## src/rtl/scan_seq.sv

```systemverilog
// scan_seq: UART-commanded pan/tilt positioning followed by one ultrasonic
// range measurement. A frame 0x0F, x, y moves the servos, waits for them to
// settle, fires the trigger, times the echo in microseconds and returns the
// 16-bit result as two bytes (high byte first). A result of 0xFFFF means no
// echo arrived, or the echo was too long to be a valid range.
module scan_seq #(
    parameter int unsigned CLK_PER_US   = 50,
    parameter int unsigned SETTLE_US    = 200,
    parameter int unsigned TRIG_US      = 10,
    parameter int unsigned ECHO_WAIT_US = 30000,
    parameter int unsigned ECHO_MAX_US  = 38000
) (
    input  logic       clk,
    input  logic       rst_i,
    input  logic [7:0] rx_data,
    input  logic       rx_valid,
    output logic [7:0] tx_data,
    output logic       tx_valid,
    input  logic       tx_ready,
    output logic [7:0] servo1_pos,
    output logic [7:0] servo2_pos,
    output logic       trig,
    input  logic       cap_sig,
    output logic       busy
);

    localparam int unsigned PRE_W = (CLK_PER_US > 1) ? $clog2(CLK_PER_US) : 1;
    localparam logic [PRE_W-1:0] PRE_LAST = PRE_W'(CLK_PER_US - 1);

    localparam logic [15:0] SETTLE_LAST = 16'(SETTLE_US - 1);
    localparam logic [15:0] TRIG_END    = 16'(TRIG_US);
    localparam logic [15:0] WAIT_LAST   = 16'(ECHO_WAIT_US - 1);
    localparam logic [15:0] MAX_LAST    = 16'(ECHO_MAX_US - 1);
    localparam logic [15:0] NO_ECHO     = 16'hFFFF;
    localparam logic [7:0]  START_BYTE  = 8'h0F;

    typedef enum logic [3:0] {
        IDLE,
        GET_X,
        GET_Y,
        SETTLE,
        TRIG,
        WAIT_ECHO,
        MEASURE,
        SEND_HI,
        SEND_LO
    } state_t;

    state_t            state;
    state_t            state_n;

    logic [PRE_W-1:0]  pre_cnt;
    logic              us_tick;
    logic [15:0]       us_cnt;
    logic              state_chg;

    logic              cap_meta;
    logic              echo_s;

    logic [7:0]        x_reg;
    logic [15:0]       result;
    logic [15:0]       result_n;
    logic              load_x;
    logic              load_servo;
    logic              load_result;

    assign us_tick   = (pre_cnt == PRE_LAST);
    assign state_chg = (state_n != state);

    // Next-state decode and datapath load strobes.
    always_comb begin
        state_n     = state;
        load_x      = 1'b0;
        load_servo  = 1'b0;
        load_result = 1'b0;
        result_n    = result;
        case (state)
            IDLE: begin
                if (rx_valid && rx_data == START_BYTE) begin
                    state_n = GET_X;
                end
            end
            GET_X: begin
                if (rx_valid) begin
                    load_x  = 1'b1;
                    state_n = GET_Y;
                end
            end
            GET_Y: begin
                if (rx_valid) begin
                    load_servo = 1'b1;
                    state_n    = SETTLE;
                end
            end
            SETTLE: begin
                if (us_tick && us_cnt == SETTLE_LAST) begin
                    state_n = TRIG;
                end
            end
            TRIG: begin
                // The entry cycle is a lead-in with trig low, so the state
                // stays one cycle past the last tick to give a full-width pulse.
                if (us_cnt >= TRIG_END) begin
                    state_n = WAIT_ECHO;
                end
            end
            WAIT_ECHO: begin
                if (echo_s) begin
                    state_n = MEASURE;
                end else if (us_tick && us_cnt == WAIT_LAST) begin
                    load_result = 1'b1;
                    result_n    = NO_ECHO;
                    state_n     = SEND_HI;
                end
            end
            MEASURE: begin
                if (!echo_s) begin
                    load_result = 1'b1;
                    result_n    = us_cnt;
                    state_n     = SEND_HI;
                end else if (us_tick && us_cnt == MAX_LAST) begin
                    load_result = 1'b1;
                    result_n    = NO_ECHO;
                    state_n     = SEND_HI;
                end
            end
            SEND_HI: begin
                if (tx_ready) begin
                    state_n = SEND_LO;
                end
            end
            SEND_LO: begin
                if (tx_ready) begin
                    state_n = IDLE;
                end
            end
            default: begin
                state_n = IDLE;
            end
        endcase
    end

    // Handshake and status outputs follow directly from the current state.
    always_comb begin
        tx_valid = 1'b0;
        tx_data  = '0;
        busy     = (state != IDLE);
        case (state)
            SEND_HI: begin
                tx_valid = 1'b1;
                tx_data  = result[15:8];
            end
            SEND_LO: begin
                tx_valid = 1'b1;
                tx_data  = result[7:0];
            end
            default: begin
                tx_valid = 1'b0;
                tx_data  = '0;
            end
        endcase
    end

    // State register.
    always_ff @(posedge clk) begin
        if (!rst_i) begin
            state <= IDLE;
        end else begin
            state <= state_n;
        end
    end

    // Microsecond timebase; both counters restart on every state entry.
    always_ff @(posedge clk) begin
        if (!rst_i) begin
            pre_cnt <= '0;
            us_cnt  <= '0;
        end else if (state_chg) begin
            pre_cnt <= '0;
            us_cnt  <= '0;
        end else begin
            pre_cnt <= us_tick ? '0 : pre_cnt + PRE_W'(1);
            if (us_tick && us_cnt != 16'hFFFF) begin
                us_cnt <= us_cnt + 16'd1;
            end
        end
    end

    // Two-flop synchronizer for the asynchronous echo input.
    always_ff @(posedge clk) begin
        if (!rst_i) begin
            cap_meta <= 1'b0;
            echo_s   <= 1'b0;
        end else begin
            cap_meta <= cap_sig;
            echo_s   <= cap_meta;
        end
    end

    // Position latches and measurement result.
    always_ff @(posedge clk) begin
        if (!rst_i) begin
            x_reg      <= '0;
            servo1_pos <= '0;
            servo2_pos <= '0;
            result     <= '0;
        end else begin
            if (load_x) begin
                x_reg <= rx_data;
            end
            if (load_servo) begin
                servo1_pos <= x_reg;
                servo2_pos <= rx_data;
            end
            if (load_result) begin
                result <= result_n;
            end
        end
    end

    // Trigger pulse: high on every TRIG cycle after the entry cycle.
    always_ff @(posedge clk) begin
        if (!rst_i) begin
            trig <= 1'b0;
        end else begin
            trig <= (state == TRIG) && (state_n == TRIG);
        end
    end

endmodule

```

## config.mk

```make
export PLATFORM = sky130hd
export DESIGN_NAME = scan_seq
export DESIGN_NICKNAME = d
export VERILOG_FILES = /design/src/rtl/scan_seq.sv
export SDC_FILE = /design/constraint.sdc
export NUM_CORES = 1
export LEC_CHECK = 0
export CAP_MARGIN = 20
export CORE_ASPECT_RATIO = 1.1
export CORE_MARGIN = 2
export CORE_UTILIZATION = 35
export DETAILED_ROUTE_END_ITERATION = 8
export PLACE_DENSITY = 0.53
export REMOVE_ABC_BUFFERS = 1
export SLEW_MARGIN = 20
export SYNTH_ARGS = -nofsm -noshare
export SYNTH_HDL_FRONTEND = slang
export SYNTH_SLANG_ARGS = --single-unit
```

## constraint.sdc

```tcl
create_clock -name clk -period 3.8 [get_ports clk]
set_clock_uncertainty 0.2 [all_clocks]
set_input_delay 1.14 -clock clk [delete_from_list [all_inputs] [get_ports clk]]
set_output_delay 1.14 -clock clk [all_outputs]
set_load 0.005 [all_outputs]
```

==> results of run 1 <==
==> stage by stage <==
stage / power, mW / instance area, um^2 / setup WS [ps]
6_report: 1.45 / 3970 / 230
5_1_grt: 1.50 / 3970 / 109
4_1_cts: 1.48 / 3970 / 64.3
3_5_place_dp: 0.801 / 3750 / 276
3_3_place_gp: 0.801 / 3750 / 311
2_1_floorplan: 0.769 / 3130 / 217
==> area by class of cell <==
cell class	instances	area, um^2
well taps	114	143
inverters	4	15.0
flip-flops and latches	69	1380
repair buffers	46	468
fillers	873	4990
clock buffers	10	138
multi-input cells	242	1740
clock inverters	6	86.3
==> timing repair <==
action                     CTS  global route
hold endpoints to repair     0             0
setup endpoints to repair    0             7
resized for setup            0             1
==> cells in the final DEF (no fill, tap or decap), types with 4 or more instances in the layout <==
| cell type | netlist | final |
|---|---|---|
| o221a_2 | 16 | 16 |
| nor2b_1 | 13 | 13 |
| nor4_1 | 4 | 4 |
| nor2_1 | 10 | 10 |
| clkdlybuf4s50_1 | 0 | 39 |
| xor2_1 | 10 | 10 |
| a21boi_0 | 17 | 17 |
| nand3_1 | 14 | 14 |
| nor3_2 | 20 | 20 |
| mux2i_1 | 8 | 8 |
| clkbuf_8 | 0 | 10 |
| inv_1 | 4 | 4 |
| dfxtp_1 | 69 | 69 |
| nor3_1 | 5 | 5 |
| and3_1 | 5 | 4 |
| a22o_1 | 8 | 8 |
| nand2_1 | 49 | 49 |
| nand4_1 | 8 | 8 |
| ha_1 | 4 | 4 |
| xnor2_1 | 9 | 9 |
| buf_4 | 0 | 5 |
==> power groups by stage <==
stage | Sequential (mW) | Clock [mW] | Combinational [mW]
floorplan | 0.746 | 0 | 0.0230
global route | 0.731 | 0.714 | 0.0590
CTS | 0.730 | 0.692 | 0.0547
finish | 0.730 | 0.669 | 0.0536
global placement | 0.747 | 0 | 0.0545
detailed placement | 0.747 | 0 | 0.0542
==> path summary, 6_finish.rpt <==
| path | start | to | slack [ps] |
|---|---|---|---|
| worst max-delay path | state[2] | tx_data[7] | 230 |
| worst min register to register | cap_meta | echo_s | 240 |
| worst min-delay path | cap_meta | echo_s | 240 |
| worst max register to register | us_cnt[1] | pre_cnt[0] | 920 |
==> routing by layer <==
metal | vias up | part of all wire [%]
li1 | 1289 | -
met1 | 1212 | 48
met2 | 44 | 47
met3 | 12 | 3.4
met4 | 0 | 1.8
met5 | - | 0
==> cell families (layout without fill, tap and decap cells) <==
kind of cell / count (synthesis) / after routing / share of synthesized area, %
compound gates: 61 / 61 / 16.4
xor+xnor: 20 / 20 / 5.60
fa+ha+maj: 4 / 4 / 1.54
buf+inv: 32 / 66 / 4.53
flops: 69 / 69 / 42.4
mux: 8 / 8 / 2.46
simple gates: 149 / 149 / 27.1
==> worst max-delay path, stage by stage (launching register included) <==
cell             delay (ps)
dfxtp_1                 460
nor2b_1                 360
and3_2                  380
a22o_1                  190
clkdlybuf4s50_1         500
==> results.sh, run 1 <==
export IMPL_wl_per_cell_um=14.9
export IMPL_postLayoutCoreUtil_pct=44.3
export IMPL_hp_class="reg2reg"
export IMPL_final_layout_size_suffix_gt1_share_pct=19.4
export IMPL_min_path_cells=1
export IMPL_drt_pass1_iterations=4
export IMPL_reg_top3="result: 16 flops, us_cnt: 16 flops"
export IMPL_clk_pin_slew_ps=70
export IMPL_max_slew_margin_pct=59.0
export IMPL_rsz0062_at_grt="no"
export IMPL_hold_viol_final=0
export IMPL_cts_made_buffers=9
export IMPL_grt_use_met3_pct=2.72
export IMPL_swShare_pct=21.5
export IMPL_grt_start_max_net_pins=47
export IMPL_synth_top_cells_by_area="dfxtp_1, nor3_2, nand2_1"
export IMPL_grt_use_met1_pct=19.9
export IMPL_hold_slack_ps=236
export IMPL_synthArstFlopShare_pct=0
export IMPL_p_sw_uw=312
export IMPL_syn_area_per_cell_um2=9.50
export IMPL_rows=36
export IMPL_fmax_mhz=280
export IMPL_synth_most_common_cell="dfxtp_1"
export IMPL_totalWireLength_mm=7.31
export IMPL_cp_start_kind="register"
export IMPL_path_class="reg2out"
export IMPL_reg2reg_depth=8
export IMPL_synth_edf_count=0
export IMPL_synth_top_area_share_pct=42.4
export IMPL_required_ps=2460
export IMPL_cts_hold_buf=0
export IMPL_seq_power_share_pct=50.3
export IMPL_synth_cell_types=48
export IMPL_post_synth_top_area_cell="dfxtp_1"
export IMPL_power_frac_comb_pct=3.7
export IMPL_cp_end_kind="output port"
export IMPL_grt_pass1_vias=2591
export IMPL_synth_seq_cells=69
export IMPL_cp_max_fo=10
export IMPL_slew_violations=0
export IMPL_route_detailed_drc=0
export IMPL_synth_warnings=0
export IMPL_setup_viol=0
export IMPL_synth_area_um2=3260
export IMPL_htreeDepth=3
export IMPL_cts_root_buf="clkbuf_8"
export IMPL_crit_arrival_ps=2230
export IMPL_gp_congestion=0.750
export IMPL_cts_setup_buffers=0
export IMPL_post_route_period_util_pct=93.9
export IMPL_dp_cells=475
export IMPL_grt_pass1_wl_mm=12.5
export IMPL_grt_met2_usage_pct=25.5
export IMPL_final_min_clock_period_ps=3570
export IMPL_worst_pin_slew_ps=614
export IMPL_dp_hpwl_mm=5.01
export IMPL_vias_per_cell=5.21
export IMPL_track_usage_pct=15.6
export IMPL_leakagePower_nw=1.43
export IMPL_coreArea_um2=8960
export IMPL_peakVddDrop_uv=190
export IMPL_dieArea_um2=10100
export IMPL_ys_flop_type="dfxtp_1"
export IMPL_overflow=0
export IMPL_ant_nets=0
export IMPL_area_growth_pct=21.9
export IMPL_antenna_found_initial=0
export IMPL_die_height_um=105
export IMPL_cts_tree="built"
export IMPL_drt_iter0_markers=140
export IMPL_nets=389
export IMPL_clk_latency_ps=340
export IMPL_grt_busiest_layer="met2"
export IMPL_intPower_mw=1.14
export IMPL_clock_sinks=69
export IMPL_maxCapViolations=0
export IMPL_tns_ps=0
export IMPL_power_share_clock_pct=46.0
export IMPL_outcome="finished, final reports clean"
export IMPL_yosys_top_cells_count="dfxtp_1, nand2_1, clkbuf_1"
export IMPL_final_cells=491
export IMPL_ios=40
export IMPL_num_vias=2557
export IMPL_syn_inst=343
export IMPL_n_antenna_cell=0
export IMPL_dieWidth_um=96.0
export IMPL_p_per_area_nw_per_um2=366
export IMPL_max_clock_path_buffers=2
export IMPL_ys_seq_area_share_pct=42.4
export IMPL_start_util_pct=36.4
export IMPL_port_buffers=39
Note: power is estimated with default switching activity, not from simulation.
==> run 2, diff against run 1 <==
Settings changed: CAP_MARGIN 20 to 15, PLACE_DENSITY 0.53 to unset, PLACE_DENSITY_LB_ADDON set to 0.2.
==> run 2 against run 1 <==
  * First-iteration DRC count grew 2.9%
  * Register-to-register slack lost 260 ps
  * Design area shrank 0.94%
  * Wire length shrank 0.41%
  * Cell count grew 0.61%
  * Critical path depth is the same
  * Combinational power shrank 3%
  * Count of clock-buffer cells in the layout is the same
  * Core utilization shrank 0.42 points
  * Setup slack lost 26 ps
  * Critical endpoint is now tx_data[4]
  * Largest power group unchanged
==> results.sh, run 2 (synthesized netlist as in run 1, its figures left out) <==
export IMPL_cts_root_buf="clkbuf_8"
export IMPL_critPathSlowestCell="clkdlybuf4s50_1"
export IMPL_vias_per_cell=5.19
export IMPL_max_slew_margin_pct=46.6
export IMPL_met1Wirelength_mm=3.27
export IMPL_required_ps=2460
export IMPL_drt_iter0_markers=144
export IMPL_worst_pin_slew_ps=801
export IMPL_ios=40
export IMPL_antenna_found_initial=0
export IMPL_n_antenna_cell=0
export IMPL_max_clock_path_buffers=2
export IMPL_startpoint="state[2]"
export IMPL_start_util_pct=36.4
export IMPL_final_min_clock_period_ps=3600
export IMPL_tns_ps=0
export IMPL_r2r_start="us_cnt[12]"
export IMPL_port_buffers=39
export IMPL_num_vias=2563
export IMPL_fmax_mhz=278
export IMPL_leakagePower_nw=1.42
export IMPL_post_route_worst_setup_slack_ps=204
export IMPL_crit_chain="nor2b_1 > and3_2 > a22o_1 > clkdlybuf4s50_1"
export IMPL_coreArea_um2=8960
export IMPL_dr_wl_met2_mm=3.48
export IMPL_maxCapViolations=0
export IMPL_pre_cts_ws_ps=269
export IMPL_area_growth_pct=20.7
export IMPL_route_detailed_drc=0
export IMPL_outcome="finished, final reports clean"
export IMPL_totalWireLength_mm=7.28
export IMPL_reg_top3="result: 16 flops, us_cnt: 16 flops"
export IMPL_dieWidth_um=96.0
export IMPL_cts_hold_buf=0
export IMPL_dp_hpwl_mm=5.10
export IMPL_path_class="reg2out"
export IMPL_clk_latency_ps=350
export IMPL_p_per_area_nw_per_um2=333
export IMPL_grt_start_max_net_pins=47
export IMPL_gp_congestion=0.884
export IMPL_post_route_period_util_pct=94.6
export IMPL_grt_pass1_wl_mm=12.1
export IMPL_track_usage_pct=15.2
export IMPL_grt_pass1_vias=2467
export IMPL_cp_start_kind="register"
export IMPL_cts_made_buffers=9
export IMPL_nets=392
export IMPL_drt_pass1_iterations=4
export IMPL_top_layer_used="met4"
export IMPL_rows=36
export IMPL_overflow=0
export IMPL_setup_viol=0
export IMPL_crit_buf_inv=1
export IMPL_critPathTopFamily="simple AND/OR/NAND/NOR gates"
export IMPL_die_height_um=105
export IMPL_wl_per_cell_um=14.7
export IMPL_dieArea_um2=10100
export IMPL_htreeDepth=3
export IMPL_slew_violations=0
export IMPL_final_common_cell="dfxtp_1"
export IMPL_mostFrequentLayoutCells="dfxtp_1, nand2_1, clkdlybuf4s50_1"
export IMPL_cts_setup_buffers=0
export IMPL_final_layout_size_suffix_gt1_share_pct=20.0
export IMPL_cp_end_kind="output port"
export IMPL_wl_met3_um=361
export IMPL_crit_arrival_ps=2260
export IMPL_peakVddDrop_uv=119
export IMPL_clock_sinks=69
export IMPL_cpPeakStageDelay_ps=510
export IMPL_cts_tree="built"
export IMPL_rsz0062_at_grt="no"
export IMPL_cts_resized=0
export IMPL_hold_viol_final=0
export IMPL_hp_class="reg2reg"
export IMPL_fillers=909
export IMPL_clk_pin_slew_ps=70
export IMPL_ant_nets=0
export IMPL_cp_max_fo=10
export IMPL_min_from="cap_meta"
==> run 2: cell count changes in the layout (fill, tap and decap cells not counted), sizes merged <==
cell,before,now
buf,7,10
bufinv,2,0
clkinv,3,4
clkinvlp,1,2
==> run 2: worst register-to-register path: stages (launching register included) <==
cell	delay (ps)
dfxtp_1	490
nor4bb_1	310
nand3_1	120
or4_1	480
o21bai_1	190
a311oi_1	170
o21ai_2	670
buf_4	330
nor3_2	70
==> run 2: power by group <==
part / switching (mW) / internal (mW)
clock network: 0.277 / 0.251
logic: 0.0258 / 0.0264
registers: 0.00361 / 0.727
total: 0.306 / 1.00
==> run 2: area by class of cell <==
type | count | area (um^2) | area share (%)
inverters | 4 | 15.0 | 0.382
clock inverters | 6 | 38.8 | 0.986
clock buffers | 10 | 138 | 3.50
repair buffers | 49 | 478 | 12.1
well taps | 114 | 143 | 3.62
multi-input cells | 242 | 1740 | 44.3
flip-flops and latches | 69 | 1380 | 35.1
==> run 2: per-stage QoR <==
step | util, % | hold slack [ps] | instance area [um^2] | std cells | power [mW]
final | 43.9 | 258 | 3940 | 494 | 1.31
after global routing | 43.9 | 283 | 3940 | 494 | 1.37
after CTS | 43.9 | 261 | 3930 | 494 | 1.33
after detailed placement | 41.9 | 244 | 3760 | 478 | 0.800
after global placement | 41.9 | 215 | 3760 | 478 | 0.800
after floorplan | - | 212 | 3130 | 315 | 0.769
==> run 2: worst paths after layout <==
kind / end / depth (start not counted) / slack [ps]
worst max register to register: us_cnt[15] / 8 / 660
worst max-delay path: tx_data[4] / 4 / 200
worst min-delay path: echo_s / 1 / 260
worst min register to register: echo_s / 1 / 260
==> run 2: per-layer routing <==
metal / vias to the layer above / track usage (%)
met5: - / 0
met4: 0 / 7.76
met3: 14 / 3.07
met2: 60 / 23.9
met1: 1199 / 19.5
li1: 1290 / -
